===== src/rtl/otter_decode_pkg.sv =====
// Shared decode encodings for the OTTER ID stage: opcodes, immediate-format
// selects (also consumed by the immediate extender), result/ALU-op selects
// and the bubble instruction.
package otter_decode_pkg;

  // Base opcodes, InstrD[6:0]
  localparam logic [6:0] OPC_LUI    = 7'b0110111;
  localparam logic [6:0] OPC_AUIPC  = 7'b0010111;
  localparam logic [6:0] OPC_JAL    = 7'b1101111;
  localparam logic [6:0] OPC_JALR   = 7'b1100111;
  localparam logic [6:0] OPC_BRANCH = 7'b1100011;
  localparam logic [6:0] OPC_LOAD   = 7'b0000011;
  localparam logic [6:0] OPC_STORE  = 7'b0100011;
  localparam logic [6:0] OPC_OPIMM  = 7'b0010011;
  localparam logic [6:0] OPC_OP     = 7'b0110011;
  localparam logic [6:0] OPC_SYSTEM = 7'b1110011;

  // Immediate-format select
  localparam logic [2:0] IMM_NONE = 3'd0;
  localparam logic [2:0] IMM_I    = 3'd1;
  localparam logic [2:0] IMM_S    = 3'd2;
  localparam logic [2:0] IMM_B    = 3'd3;
  localparam logic [2:0] IMM_U    = 3'd4;
  localparam logic [2:0] IMM_J    = 3'd5;

  // Writeback result select
  localparam logic [1:0] RES_ALU = 2'd0;
  localparam logic [1:0] RES_MEM = 2'd1;
  localparam logic [1:0] RES_PC4 = 2'd2;

  // ALU operation class
  localparam logic [1:0] ALUOP_ADD   = 2'd0;
  localparam logic [1:0] ALUOP_BR    = 2'd1;
  localparam logic [1:0] ALUOP_FUNCT = 2'd2;

  // addi x0, x0, 0
  localparam logic [31:0] NOP_INSTR_WORD = 32'h0000_0013;

endpackage


===== src/rtl/main_decoder.sv =====
// Main instruction decoder: opcode + slot-valid to datapath controls.
// Purely combinational. Optional macro: ILLEGAL_INSTR_DET_EN adds illegal
// instruction detection (funct7 input, illegal output).
module main_decoder
  import otter_decode_pkg::*;
(
  input  logic [6:0] opcode,
  input  logic       valid,
`ifdef ILLEGAL_INSTR_DET_EN
  input  logic [6:0] funct7,
  output logic       illegal,
`endif
  output logic [2:0] imm_src,
  output logic       reg_write,
  output logic       mem_write,
  output logic [1:0] result_src,
  output logic       alu_src,
  output logic [1:0] alu_op,
  output logic       branch,
  output logic       jump,
  output logic       jalr
);

`ifdef ILLEGAL_INSTR_DET_EN
  logic known;
`endif

  // Opcode table, then gating of side-effecting controls for bubbles
  always_comb begin
    imm_src    = IMM_NONE;
    reg_write  = 1'b0;
    mem_write  = 1'b0;
    result_src = RES_ALU;
    alu_src    = 1'b0;
    alu_op     = ALUOP_ADD;
    branch     = 1'b0;
    jump       = 1'b0;
    jalr       = 1'b0;
`ifdef ILLEGAL_INSTR_DET_EN
    known      = 1'b1;
    illegal    = 1'b0;
`endif

    case (opcode)
      OPC_LUI: begin
        imm_src   = IMM_U;
        reg_write = 1'b1;
        alu_src   = 1'b1;
      end
      OPC_AUIPC: begin
        imm_src   = IMM_U;
        reg_write = 1'b1;
      end
      OPC_JAL: begin
        imm_src    = IMM_J;
        reg_write  = 1'b1;
        jump       = 1'b1;
        result_src = RES_PC4;
      end
      OPC_JALR: begin
        imm_src    = IMM_I;
        reg_write  = 1'b1;
        jump       = 1'b1;
        jalr       = 1'b1;
        alu_src    = 1'b1;
        result_src = RES_PC4;
      end
      OPC_BRANCH: begin
        imm_src = IMM_B;
        branch  = 1'b1;
        alu_op  = ALUOP_BR;
      end
      OPC_LOAD: begin
        imm_src    = IMM_I;
        reg_write  = 1'b1;
        alu_src    = 1'b1;
        result_src = RES_MEM;
      end
      OPC_STORE: begin
        imm_src   = IMM_S;
        mem_write = 1'b1;
        alu_src   = 1'b1;
      end
      OPC_OPIMM: begin
        imm_src   = IMM_I;
        reg_write = 1'b1;
        alu_src   = 1'b1;
        alu_op    = ALUOP_FUNCT;
      end
      OPC_OP: begin
        reg_write = 1'b1;
        alu_op    = ALUOP_FUNCT;
      end
      OPC_SYSTEM: begin
        imm_src = IMM_I;
      end
      default: begin
`ifdef ILLEGAL_INSTR_DET_EN
        known = 1'b0;
`endif
      end
    endcase

`ifdef ILLEGAL_INSTR_DET_EN
    // Listed opcodes all end in 2'b11, so !known also covers InstrD[1:0]!=2'b11
    illegal = valid && (!known ||
              ((opcode == OPC_OP) && (funct7 != 7'b0000000) && (funct7 != 7'b0100000)));
    if (illegal) begin
      result_src = RES_ALU;
      alu_src    = 1'b0;
      alu_op     = ALUOP_ADD;
    end
    if (!valid || illegal) begin
`else
    if (!valid) begin
`endif
      imm_src   = IMM_NONE;
      reg_write = 1'b0;
      mem_write = 1'b0;
      branch    = 1'b0;
      jump      = 1'b0;
      jalr      = 1'b0;
    end
  end

endmodule


===== src/rtl/if_id_decode.sv =====
// IF/ID pipeline register plus field slicing and main decode for the OTTER
// core. Priority per edge: RST, FlushD, StallD, load.
// Optional macro: ILLEGAL_INSTR_DET_EN adds IllegalD and sticky IllegalSeen.
module if_id_decode
  import otter_decode_pkg::*;
#(
  parameter int unsigned XLEN      = 32,
  parameter logic [31:0] NOP_INSTR = NOP_INSTR_WORD
) (
  input  logic            CLK,
  input  logic            RST,
  input  logic [31:0]     InstrF,
  input  logic [XLEN-1:0] PCF,
  input  logic [XLEN-1:0] PCPlus4F,
  input  logic            StallD,
  input  logic            FlushD,
  output logic [31:0]     InstrD,
  output logic [XLEN-1:0] PCD,
  output logic [XLEN-1:0] PCPlus4D,
  output logic            ValidD,
  output logic [4:0]      Rs1D,
  output logic [4:0]      Rs2D,
  output logic [4:0]      RdD,
  output logic [2:0]      Funct3D,
  output logic            Funct7b5D,
  output logic [24:0]     ImmD,
  output logic [2:0]      ImmSrcD,
  output logic            RegWriteD,
  output logic            MemWriteD,
  output logic [1:0]      ResultSrcD,
  output logic            ALUSrcD,
  output logic [1:0]      ALUOpD,
  output logic            BranchD,
  output logic            JumpD,
`ifdef ILLEGAL_INSTR_DET_EN
  output logic            IllegalD,
  output logic            IllegalSeen,
`endif
  output logic            JalrD
);

  logic [31:0]     instr_q;
  logic [XLEN-1:0] pc_q;
  logic [XLEN-1:0] pc_plus4_q;
  logic            valid_q;

  // IF/ID register: flush inserts a bubble but still tracks the F-stage PC
  always_ff @(posedge CLK) begin
    if (RST) begin
      instr_q    <= NOP_INSTR;
      pc_q       <= '0;
      pc_plus4_q <= '0;
      valid_q    <= 1'b0;
    end else if (FlushD) begin
      instr_q    <= NOP_INSTR;
      pc_q       <= PCF;
      pc_plus4_q <= PCPlus4F;
      valid_q    <= 1'b0;
    end else if (!StallD) begin
      instr_q    <= InstrF;
      pc_q       <= PCF;
      pc_plus4_q <= PCPlus4F;
      valid_q    <= 1'b1;
    end
  end

  assign InstrD    = instr_q;
  assign PCD       = pc_q;
  assign PCPlus4D  = pc_plus4_q;
  assign ValidD    = valid_q;

  // Raw fields are never gated; downstream qualifies them with the controls
  assign Rs1D      = instr_q[19:15];
  assign Rs2D      = instr_q[24:20];
  assign RdD       = instr_q[11:7];
  assign Funct3D   = instr_q[14:12];
  assign Funct7b5D = instr_q[30];
  assign ImmD      = instr_q[31:7];

  main_decoder u_main_decoder (
    .opcode     (instr_q[6:0]),
    .valid      (valid_q),
`ifdef ILLEGAL_INSTR_DET_EN
    .funct7     (instr_q[31:25]),
    .illegal    (IllegalD),
`endif
    .imm_src    (ImmSrcD),
    .reg_write  (RegWriteD),
    .mem_write  (MemWriteD),
    .result_src (ResultSrcD),
    .alu_src    (ALUSrcD),
    .alu_op     (ALUOpD),
    .branch     (BranchD),
    .jump       (JumpD),
    .jalr       (JalrD)
  );

`ifdef ILLEGAL_INSTR_DET_EN
  logic illegal_seen_q;

  // Sticky flag; a stalled illegal slot is not counted until it advances
  always_ff @(posedge CLK) begin
    if (RST) begin
      illegal_seen_q <= 1'b0;
    end else if (IllegalD && !StallD) begin
      illegal_seen_q <= 1'b1;
    end
  end

  assign IllegalSeen = illegal_seen_q;
`endif

endmodule


===== config.mk =====
export PLATFORM = sky130hd
export DESIGN_NAME = if_id_decode
export DESIGN_NICKNAME = d
export VERILOG_FILES = /design/src/rtl/otter_decode_pkg.sv /design/src/rtl/main_decoder.sv /design/src/rtl/if_id_decode.sv
export SDC_FILE = /design/constraint.sdc
export NUM_CORES = 1
export LEC_CHECK = 0
export ABC_AREA = 1
export CORE_MARGIN = 10
export CORE_UTILIZATION = 37
export CTS_BUF_LIST = sky130_fd_sc_hd__clkbuf_8
export DETAILED_ROUTE_END_ITERATION = 7
export MAX_ROUTING_LAYER = met4
export PLACE_DENSITY = 0.82
export SYNTH_ARGS = -nofsm -noshare
export SYNTH_HDL_FRONTEND = slang
export SYNTH_SLANG_ARGS = --single-unit

===== constraint.sdc =====
create_clock -name CLK -period 1.3 [get_ports CLK]
set_input_delay 0.195 -clock CLK [delete_from_list [all_inputs] [get_ports CLK]]
set_output_delay 0.195 -clock CLK [all_outputs]
set_load 0.05 [all_outputs]

## After elaboration in Yosys (flattened, before gate mapping)

Cells that the tools add are included.

| word-level totals | value |
|---|---|
| register bits after elaboration | 97 |
| input port bits | 100 |
| output and inout bits | 154 |
| logic and storage cells | 41 |

| operators by class | value |
|---|---|
| eq/ne operators | 11 |
| mux-type cells | 19 |
| reduce and logical (&&, ||, !) cells | 7 |

Operators by type and width:

| cell | count |
|---|---|
| 2-to-1 mux 32 bit | 4 |
| equality test 7 bit, second input constant | 4 |
| equality test 7 x 6 -> 1 bit, second input constant | 3 |
| one-hot mux 3 bit (5 select lines) | 1 |
| equality test 7 x 5 -> 1 bit, second input constant | 2 |
| 2-to-1 mux 1 bit | 11 |
| one-hot mux 2 bit (2 select lines) | 2 |
| OR reduction 2 bit | 4 |
| equality test 7 x 2 -> 1 bit, second input constant | 1 |
| OR reduction 7 bit | 1 |
| OR reduction 5 bit | 1 |
| OR reduction 4 bit | 1 |
| 2-to-1 mux 3 bit | 1 |
| inequality test 2 x 1 -> 1 bit, second input constant | 1 |

## Depth between registers and ports, before layout

Gate-level depths: netlist of run 1.

| depth | value |
|---|---|
| depth in word-level cells | 4 |
| depth in mapped cells | 9 |
| depth with buffers taken out | 9 |

## By module

Synthesis of run 1 repeated with hierarchy kept, for this count alone.

| second synthesis, totals | value |
|---|---|
| cell total of the unflattened synthesis | 652 |
| area total of the unflattened synthesis | 4534.3 um2 |

By module, submodules not included:

| module | times used | cells each | area each (um2) | sequential area each (um2) |
|---|---|---|---|---|
| if_id_decode | 1 | 600 | 4272.8 | 1941.9 |
| main_decoder | 1 | 52 | 261.5 | 0.0 |

## Worst setup path after synthesis of run 1

Ideal clock, no wire load.

| timing | value |
|---|---|
| path kind | reg2out |
| start | register instr_q[0], in the netlist InstrD[0] |
| end | output ResultSrcD[0] |
| arrival | 2.594 ns |
| data required time | 1.105 ns |
| slack | -1.489 ns |
| cell stages (with the launch flop) | 5 |
| buffers on the path | 0 |
| path through | dfxtp_1 nand2_1 nor2_1 inv_1 nor4_1 |

| between the ends | value |
|---|---|
| cells in the longest elaborated chain, start to end | 3 |
| elaborated cells between the ends (all ways) | 5 |
| those cells by class | 3 x eq/ne; 1 x mux; 1 x reduce/logical |

RTL lines:

| item | line | source |
|---|---|---|
| start: declaration | if_id_decode.sv:42 | `logic [31:0] instr_q;` |
| start signal: assignment | if_id_decode.sv:60 | `instr_q <= InstrF;` |
| equality test 7 bit | main_decoder.sv:44 | `case (opcode)` |
| OR reduction 2 bit (no source line) | n/a |  |
| one-hot mux 2 bit (2 select lines) * | main_decoder.sv:44 |  |
| end: declaration | if_id_decode.sv:30 | `output logic [1:0] ResultSrcD,` |

Every way passes the cells marked *; elsewhere a longest branch is shown, timed or not.

## Final worst setup path of run 1

| timing | value |
|---|---|
| start | register instr_q[4], in the netlist InstrD[4] |
| end | output ImmSrcD[2] |

| between the ends | value |
|---|---|
| cells in the longest elaborated chain, start to end | 4 |
| elaborated cells between the ends (all ways) | 13 |
| those cells by class | 9 x eq/ne; 2 x mux; 2 x reduce/logical |

RTL lines:

| item | line | source |
|---|---|---|
| equality test 7 bit (tied with other cells) | main_decoder.sv:44 |  |
| OR reduction 4 bit (no source line) / OR reduction 2 bit (equally long branches) | n/a |  |
| one-hot mux 3 bit (5 select lines) * | main_decoder.sv:44 |  |
| 2-to-1 mux 3 bit * | main_decoder.sv:115 | `if (!valid) begin` |
| end: declaration | if_id_decode.sv:27 | `output logic [2:0] ImmSrcD,` |

Marked as above.

==> results of run 1 <==
## repair_timing
item / 4_1_cts / 5_1_grt
resized for setup: 27 / 26
hold buffers: 0 / 0
endpoints found under the setup margin: 49 / 41
buffers inserted: 5 / 4
pin swaps: 14 / 6
cloned: 0 / 2
## synth_stat cells, types with 5 or more instances
cell type  count
dfxtp_1       97
inv_1          9
clkbuf_1      13
buf_4         45
inv_2          5
nor2_1        15
buf_2          9
buf_6          7
nand3_1        6
o21ai_0        5
nand2_1      198
a21oi_1       95
## power breakdown
| group | total [W] | switching [W] | internal [W] |
|---|---|---|---|
| clock | 0.00249 | 0.00109 | 0.00140 |
| sequential | 0.00334 | 0.000221 | 0.00312 |
| combinational | 0.00263 | 0.00135 | 0.00128 |
## kinds of logic after synthesis
family	after synthesis
simple gates	226
compound gates	101
flops	97
buf+inv	88
## final timing paths
check / end / depth (start not counted) / slack (ps)
worst min-delay path: InstrD[6] / 4 / 270
worst max register to register: InstrD[4] / 3 / 330
worst min register to register: PCPlus4D[26] / 2 / 510
worst max-delay path: ImmSrcD[2] / 7 / -570
## through the flow
stage / power, W / hold WS [ps] / cells / utilization, % / area (µm²)
global route: 0.00874 / 272 / 890 / 84.6 / 8690
CTS: 0.00841 / 206 / 883 / 83.0 / 8530
finish: 0.00847 / 271 / 890 / 84.6 / 8690
floorplan: 0.00448 / 308 / 512 / - / 4100
global placement: 0.00585 / 480 / 862 / 79.4 / 8160
detailed placement: 0.00594 / 492 / 862 / 79.4 / 8160
## sequential cells by signal, indices dropped and copies added (netlist names)
| register | count |
|---|---|
| InstrD | 32 |
| ValidD | 1 |
| PCD | 32 |
| PCPlus4D | 32 |
## per-layer routing
metal	GRT usage (%)	wire, µm	share of wire (%)
met1	25.3	6890	34
met2	43.5	10400	52
met3	9.92	2170	11
met4	9.35	618	3.1
met5	-	0	0
## area by class of cell
type / count / area (µm²) / area share, %
repair buffers: 299 / 4560 / 52.4
flip-flops and latches: 97 / 2000 / 23.0
multi-input cells: 327 / 1630 / 18.7
well taps: 136 / 170 / 1.96
clock buffers: 11 / 151 / 1.74
clock inverters: 5 / 110 / 1.27
inverters: 14 / 78.8 / 0.907
diodes: 1 / 2.50 / 0.0288
## worst min-delay path, stage by stage
cell	delay [ps]
buf_2	130
nor2_2	70
inv_2	130
a211oi_1	70
## placed cells by master, fill, tap and decap left out, types with 2 or more instances in the layout
cell	n
nor2_1	3
nor3_4	2
buf_6	6
bufinv_16	3
nand2_4	7
o21ai_0	3
a21oi_1	93
buf_12	159
inv_4	4
inv_2	4
buf_4	32
clkbuf_16	2
clkbuf_8	11
clkinvlp_4	3
dfxtp_4	8
inv_1	2
dfxtp_2	19
nand2_1	188
nand3_2	2
nor2_4	11
clkdlybuf4s50_1	97
dfxtp_1	70
nand3_4	2
nand3_1	2
nand2_2	2
nor2_2	4
==> results.md, run 1 <==
* Antenna violations before repair at 1
* Final nets at ~850
* Synth Instances at just over 500
* H-tree Lvls at 3
* Skew final at 0 ps
* Top-area cell type share of the netlist area at between 40% and 50%
* Largest net degree at the start of global routing at 65
* Power per cell area at a little under 1000 nW/µm²
* Mean area per synthesized cell at 7.60 µm²
* Synthesized cell area at approximately 4000 µm²
* Slowest stage delay, CP at 380 ps
* I/O Pins at 254
* DRT Pass-1 Iters at 5
* Crit end category: output port
* Slew Limit Fails at 0
* Final Wtd Congestion at 0.847
* Cell taking the most area after synthesis: dfxtp_1
* Post-synth EDFFs at 0
* Post-route DRC violation count at 0
* Syn_nets at between 600 and 700
* Startpoint types: flip-flop
* Max-cap violation count at 0
* #FFs+latches synth at 97
* Layout cells sized above 1 at between 30% and 40%
* WP buf/inv at 4
* Root Buffer: clkbuf_8
* CTS tree: done
* Register area share after synthesis at between 40% and 50%
* Adder-Cell Fraction of Synth Area at 0%
* Hpwl dp at 14900 µm
* WL/cell at roughly 23 µm
* Fin crit period at ~1900 ps
* Outcome: finished, violations left
* # port buffers at approximately 250
* CP max FO at 3
* Hold Fails Final Rpt at 0
* Slew Limit Headroom at between 70% and 80%
* Cts bufs inserted at 9
* First-pass GRT wire length at ~28000 µm
* Critical path class: reg2out
* Die Ht at 123 µm
* Kind of cell adding the most delay to the critical path: buffers and inverters
* VDD IR-drop max at between 0.0007 and 0.0008 V
* Via count at between 4000 and 5000
* Pleak at around 3.6 nW
* Worst R2R Start: InstrD[4]
* WP data arrival at approximately 1700 ps
* Final setup fails at 14
* Post-Synth Simple-Gate Area at a little under a quarter
* Die area at around 15000 µm²
* Congestion Overflow GR at 0
* Clk sinks at between 90 and 100
* Die extent in x at 123 µm
* HP Class: in2reg
* Worst slack at placement at -313 ps
* Post-Route WL at approximately 20000 µm
* Iter 0 DRT Violations at about 320
* Largest family of logic cells by synthesized area: simple AND/OR/NAND/NOR gates
* Top post-synthesis cells by area: dfxtp_1, nand2_1, a21oi_1
* Critical Path Start: InstrD[4]
* Layout area overhead at 124%
* Crit share post-route at 144%
* FMAX at roughly 540 MHz
* Hold path start: RST
* Clock-pin transition on the worst setup and hold timing paths at ~100 ps
* Vias in the first global route at ~4800
* Initial cell density of the core at 37.8%
* Routed Antenna Nets at 0
* Clk_lat worst skew at 350 ps
* YS warnings at 0
* Top_reg_cell synth: dfxtp_1
* Clock buffer depth at 2
* Fillers at around 490
* Std-Cell Rows at 37
* Total GRT Usage at about 25%
* Async set-or-reset flop fraction in the synthesized netlist at 0%
* Complex-gate fraction of the synthesized area at 13.1%
* Failing checks: negative setup slack
* Worst Path Required at between 1000 and 1500 ps
* Multiplexer area fraction after synthesis at 0%
* Synth Area in XOR/XNOR at 0%
* Measured slew at the worst slew-check pin at about 380 ps
* PnR worst setup slack at -567 ps
* Cell breakdown of the critical path: inv_4, buf_4, nor2_2, nand3_4, buf_6, a21oi_4, buf_12
* Vias per inst at 5.10
* Setup TNS at -6120 ps
* RSZ-0062 raised after global routing: true
* Core Footprint at 10300 µm²
* Slowest cell on crit path: dfxtp_4
* Synth unique cells at 18
(Power assumes the default switching activity.)
==> run 2: changes to the inputs <==
--- a/config.mk
+++ b/config.mk
@@ -5,7 +5,6 @@
 export SDC_FILE = /design/constraint.sdc
 export NUM_CORES = 1
 export LEC_CHECK = 0
-export ABC_AREA = 1
 export CORE_MARGIN = 10
 export CORE_UTILIZATION = 37
 export CTS_BUF_LIST = sky130_fd_sc_hd__clkbuf_8
==> constraint.sdc (replaced) <==
create_clock -name CLK -period 2.1 [get_ports CLK]
set_input_delay 0.315 -clock CLK [delete_from_list [all_inputs] [get_ports CLK]]
set_output_delay 0.315 -clock CLK [all_outputs]
set_load 0.05 [all_outputs]
==> run 2 against run 1 <==
Against the previous run: the run now ends clean; sequential share of layout area up 6.6 points; sequential power decreased by 40%; combinational power down 54%; flip-flop and latch count unchanged; global-route usage shrank 7.8 points; worst hold slack lost 50 ps; largest cell class unchanged; largest power group unchanged.
==> results.md, run 2 <==
* Routed Antenna Nets at 0
* Final Cell Area at approximately 6600 µm²
* #FFs+latches synth at 97
* Metal3 WL at about 1400 µm
* WL met2 at 7140 µm
* Cell breakdown of the critical path: nand4bb_2, nor3b_2, buf_12
* Final Wtd Congestion at just under 0.8
* Vias in the first global route at 3792
* Cts bufs inserted at 9
* Root Buffer: clkbuf_8
* Post-synth top cells: nand2_1, dfxtp_1, a21oi_1
* Slowest cell on crit path: nand4bb_2
* Uppermost routed layer: met4
* Non-Filler Instances at approximately 800
* CTS tree: done
* Post-Route WL at between 10000 and 15000 µm
* Clock-pin transition on the worst setup and hold timing paths at roughly 100 ps
* Largest net degree at the start of global routing at 60
* Core Footprint at around 10000 µm²
* Slew Limit Fails at 0
* Cell taking the most area after synthesis: dfxtp_1
* Register area share after synthesis at 49.6%
* Clk_lat worst skew at about 340 ps
* Measured slew at the worst slew-check pin at about 620 ps
* Core Util, Final at between 60% and 70%
* DRT Pass-1 Iters at 4
* Die Ht at 123 µm
* VDD IR-drop max at 0.000409 V
* Die area at around 15000 µm²
* Crit end category: output port
* Worst Path Required at 1780 ps
* H-tree Lvls at 3
* DP Cell Count at between 700 and 800
* Sequential cell area at approximately 2000 µm²
* Critical path class: reg2out
* WP data arrival at 1700 ps
* Final nets at 762
* Slowest stage delay, CP at around 440 ps
* WL/cell at 17.2 µm
* Mean area per synthesized cell at between 8 and 9 µm²
* Hpwl dp at 11000 µm
* Std-Cell Rows at 37
* Skew final at 0 ps
* Max-cap violation count at 0
* First-pass GRT wire length at between 20000 and 25000 µm
* Setup TNS at 0 ps
* Synthesized cell area at 3910 µm²
* WL met1 at a little over 5000 µm
* Congestion Overflow GR at 0
* Antenna violations before repair at 0
* Syn_nets at 565
* Crit share post-route at approximately 96%
* Slew Limit Headroom at 58.4%
* Top_reg_cell synth: dfxtp_1
* Most frequent cells in the layout: clkdlybuf4s50_1, nand2_1, dfxtp_1
* WP buf/inv at 1
* Power per cell area at between 600 and 700 nW/µm²
* Synth Instances at approximately 470
* Layout area overhead at 68.0%
* Async set-or-reset flop fraction in the synthesized netlist at 0%
* Vias per inst at approximately 4.7
* Clk sinks at between 90 and 100
* Footprint of the multi-input gates at between 1500 and 2000 µm²
* Count leader, synth: nand2_1
* Pwr Total at between 0.004 and 0.005 W
* Outcome: complete, no violations
* Die extent in x at roughly 120 µm
* I/O Pins at roughly 250
* Post-synth EDFFs at 0
* Clock buffer depth at 2
* Antenna cells at 0
* Top-area cell type share of the netlist area at about half
* Hold Fails Final Rpt at 0
* Startpoint types: flip-flop
* Iter 0 DRT Violations at about 180
* Layout cells sized above 1 at 8.55%
* YS warnings at 0
* Commonest non-fill, non-tap cell in the layout: clkdlybuf4s50_1
* DP Area at around 6400 µm²
* Fillers at 840
* Total GRT Usage at around 17%
* Via count at approximately 3700
* CP max FO at 9
* FMAX at 496 MHz
* Synth unique cells at 26
* Pleak at approximately 2.6 nW
* Initial cell density of the core at 37.9%
* RSZ-0062 raised after global routing: true
* # port buffers at between 200 and 300
* Kind of cell adding the most delay to the critical path: simple AND/OR/NAND/NOR gates
* Fin crit period at about 2000 ps
* HP Class: in2reg
* Top post-synthesis cells by area: dfxtp_1, nand2_1, buf_4
* Final setup fails at 0
* Post-route DRC violation count at 0
## run 2: cell type report
cell class	instances	area share, %
Timing Repair Buffer	262	41.7
Clock buffer	10	2.09
Sequential cell	97	29.6
Multi-Input combinational cell	291	23.1
Tap cell	136	2.59
Clock inverter	6	0.876
Inverter	1	0.0571
## run 2: kinds of logic (layout without fill, tap and decap cells)
group | Yosys count | count (layout) | synth area share (%)
AND/OR/NAND/NOR | 186 | 186 | 19.0
flip-flops | 97 | 97 | 49.6
XOR/XNOR | 2 | 2 | 0.448
buffers and inverters | 77 | 279 | 13.5
AO/OA/AOI/OAI | 71 | 71 | 9.27
multiplexers | 32 | 32 | 8.19
## run 2: worst paths after layout
check        cells after the start  slack [ps]      start     endpoint
min reg2reg                      2         450     PCD[2]       PCD[2]
max                              3          90  InstrD[3]    ALUOpD[1]
max reg2reg                      2        1250  InstrD[3]    InstrD[3]
min                              2         220        RST  PCPlus4D[9]
## run 2: timing repair
item                                    in CTS  in global routing
setup buffers                                1                  0
endpoints found under the setup margin       4                  9
hold buffers                                 0                  0
resized for setup                            3                  3
## run 2: per-layer routing
layer / GRT usage [%] / up-vias
met5: - / -
met4: 3.90 / 0
met3: 7.67 / 8
met2: 30.9 / 161
met1: 17.3 / 1736
li1: - / 1843
## run 2: stage by stage
| stage | hold slack, ps | setup WS, ps |
|---|---|---|
| 2_1_floorplan | 430 | -206 |
| 3_3_place_gp | 437 | 396 |
| 3_5_place_dp | 442 | 363 |
| 4_1_cts | 193 | -7.41 |
| 5_1_grt | 212 | -46.2 |
| 6_report | 221 | 85.0 |
## run 2: where the power goes
| group | internal, W | switching, W |
|---|---|---|
| clock | 0.000576 | 0.000631 |
| sequential | 0.00194 | 0.0000651 |
| combinational | 0.000484 | 0.000724 |
| total | 0.00300 | 0.00142 |
==> run 3: changes to the inputs <==
--- a/config.mk
+++ b/config.mk
@@ -6,11 +6,11 @@
 export NUM_CORES = 1
 export LEC_CHECK = 0
 export CORE_MARGIN = 10
-export CORE_UTILIZATION = 37
+export CORE_UTILIZATION = 40
 export CTS_BUF_LIST = sky130_fd_sc_hd__clkbuf_8
 export DETAILED_ROUTE_END_ITERATION = 7
 export MAX_ROUTING_LAYER = met4
-export PLACE_DENSITY = 0.82
+export PLACE_DENSITY = 0.88
 export SYNTH_ARGS = -nofsm -noshare
 export SYNTH_HDL_FRONTEND = slang
 export SYNTH_SLANG_ARGS = --single-unit
==> constraint.sdc (replaced) <==
create_clock -name CLK -period 2.5 [get_ports CLK]
set_input_delay 0.375 -clock CLK [delete_from_list [all_inputs] [get_ports CLK]]
set_output_delay 0.375 -clock CLK [all_outputs]
set_load 0.05 [all_outputs]
==> run 3 against run 2 <==
Against the previous run: design area is 3.0% lower; largest cell class unchanged; setup slack gained 130 ps; total power fell by 13%; via count rose by 0.64%; core utilization rose by 2.5 points; register-to-register slack better by 430 ps; critical path type unchanged; critical endpoint is now ALUOpD[0]; wire length rose by 0.82%; sequential power fell by 16%.
==> results.md, run 3 (synthesized netlist as in run 2, its figures left out) <==
* HP Class: reg2reg
* Fillers at 789
* Clock buffer depth at 2
* Core Footprint at between 9000 and 10000 µm²
* Startpoint types: flip-flop
* Routed Antenna Nets at 0
* Crit end category: output port
* Skew final at 0 ps
* Std-Cell Rows at 36
* Slew Limit Headroom at between 20% and 30%
* Slew Limit Fails at 0
* Max-cap violation count at 0
* Non-Filler Instances at between 700 and 800
* Worst R2R Start: InstrD[3]
* Register-to-Register Path Depth at 2
* Antenna cells at 0
* Antenna violations before repair at 0
* H-tree Lvls at 3
* Clock-pin transition on the worst setup and hold timing paths at 90 ps
* Initial cell density of the core at 40.6%
* CTS tree: done
* Congestion Overflow GR at 0
* Root Buffer: clkbuf_8
* Cts bufs inserted at 9
* Iter 0 DRT Violations at between 200 and 250
* Layout area overhead at 63.0%
* CP max FO at 9
* Layout cells sized above 1 at about 6.8%
* Worst Hold End: PCD[17]
* First-pass GRT wire length at 21300 µm
* Via count at about 3800
* PnR worst setup slack at roughly 210 ps
* Die extent in x at 119 µm
* Core Util, Final at 66.2%
* FF-to-FF End: InstrD[3]
* Final Wtd Congestion at about 0.8
* Most frequent cells in the layout: clkdlybuf4s50_1, nand2_1, dfxtp_1
* VDD IR-drop max at roughly 0.00033 V
* Post-cts hold buffer count at 0
* Hold Fails Final Rpt at 0
* Largest net degree at the start of global routing at between 60 and 70
* Pwr Total at 0.00386 W
* Worst slack at placement at between 200 and 250 ps
* Post-Route WL at 13900 µm
* Hpwl dp at 11100 µm
* Vias in the first global route at 3881
* Outcome: complete, no violations
* Crit share post-route at about nine tenths
* CTS resizes at 1
* Die area at roughly 14000 µm²
* Vias per inst at about 4.7
* Die Ht at roughly 120 µm
* I/O Pins at 254
* Clk_lat worst skew at about 340 ps
* Setup bufs post-CTS at 0
* Critical path class: reg2out
* DP Cell Count at 780
* Fin crit period at ~2300 ps
* DRT Pass-1 Iters at 4
* Total GRT Usage at slightly below 20%
* Measured slew at the worst slew-check pin at 1120 ps
* # port buffers at approximately 250
* FMAX at ~440 MHz
* Hold Path Depth at 2
* Post-route DRC violation count at 0
* R2r setup slk at about 1700 ps
* Commonest non-fill, non-tap cell in the layout: clkdlybuf4s50_1
* Final setup fails at 0
* Final nets at around 760
* Worst Path Required at 2120 ps
* RSZ-0062 raised after global routing: false
* Power per cell area at 605 nW/µm²
* Pleak at between 2 and 3 nW
* Clk sinks at 97
* WL/cell at around 17 µm
* WP data arrival at 1910 ps
* Hold path start: PCD[17]
* Fin Hold WS at around 450 ps
==> run 3: cell types whose count changed in the layout (fill, tap and decap cells not counted), moves of 2 or more <==
cell and change:
dfxtp_2 -2, bufinv_16 +2, buf_4 +8, dfxtp_1 +2, buf_12 -14, clkinv_2 -3
clkdlybuf4s50_1 +4
==> run 3: critical path, cell delays in order, from the launching register on <==
cell,delay [ps]
dfxtp_1,510
nor2b_1,250
nand2_1,130
nor2_1,120
dlygate4sd2_1,560
==> run 3: how the worst max path moves through the flow <==
| stage | startpoint | to | slack (ps) |
|---|---|---|---|
| 5_1_grt | InstrD[5] | ALUOpD[0] | 70 |
| 2_1_floorplan | InstrD[5] | MemWriteD | -110 |
| 6_report | InstrD[5] | ALUOpD[0] | 210 |
| 4_1_cts | InstrD[5] | ALUOpD[0] | 200 |
| 3_5_place_dp | FlushD | PCD[7] | 250 |
| 3_3_place_gp | FlushD | PCPlus4D[14] | 320 |
==> run 3: through the flow <==
stage                     instance area (µm²)  TNS, ps
after global placement                   6140        0
after floorplan                          3950     -109
after detailed placement                 6140        0
after CTS                                6380        0
final                                    6380        0
after global routing                     6380        0
==> run 3: layer usage <==
metal / up-vias / global-route usage, % / routed length, µm
met3: 19 / 7.79 / 1250
met4: 0 / 6.64 / 313
met2: 174 / 33.2 / 7030
met5: - / - / 0
li1: 1839 / - / -
met1: 1740 / 19.5 / 5330
==> run 3: cell type report <==
cell class	count	area, µm²	area share [%]
timing repair buffer	258	2540	39.8
inverter	1	3.75	0.0588
sequential	97	1940	30.4
clock inverter	7	119	1.86
clock buffer	9	124	1.94
multi-input combinational	291	1480	23.2
tap	133	166	2.61
==> run 3: where the power goes <==
group	switching (W)	internal (W)	leakage, nW
sequential	0.0000539	0.00163	0.800
combinational	0.000602	0.000385	1.63
clock	0.000530	0.000664	0.115
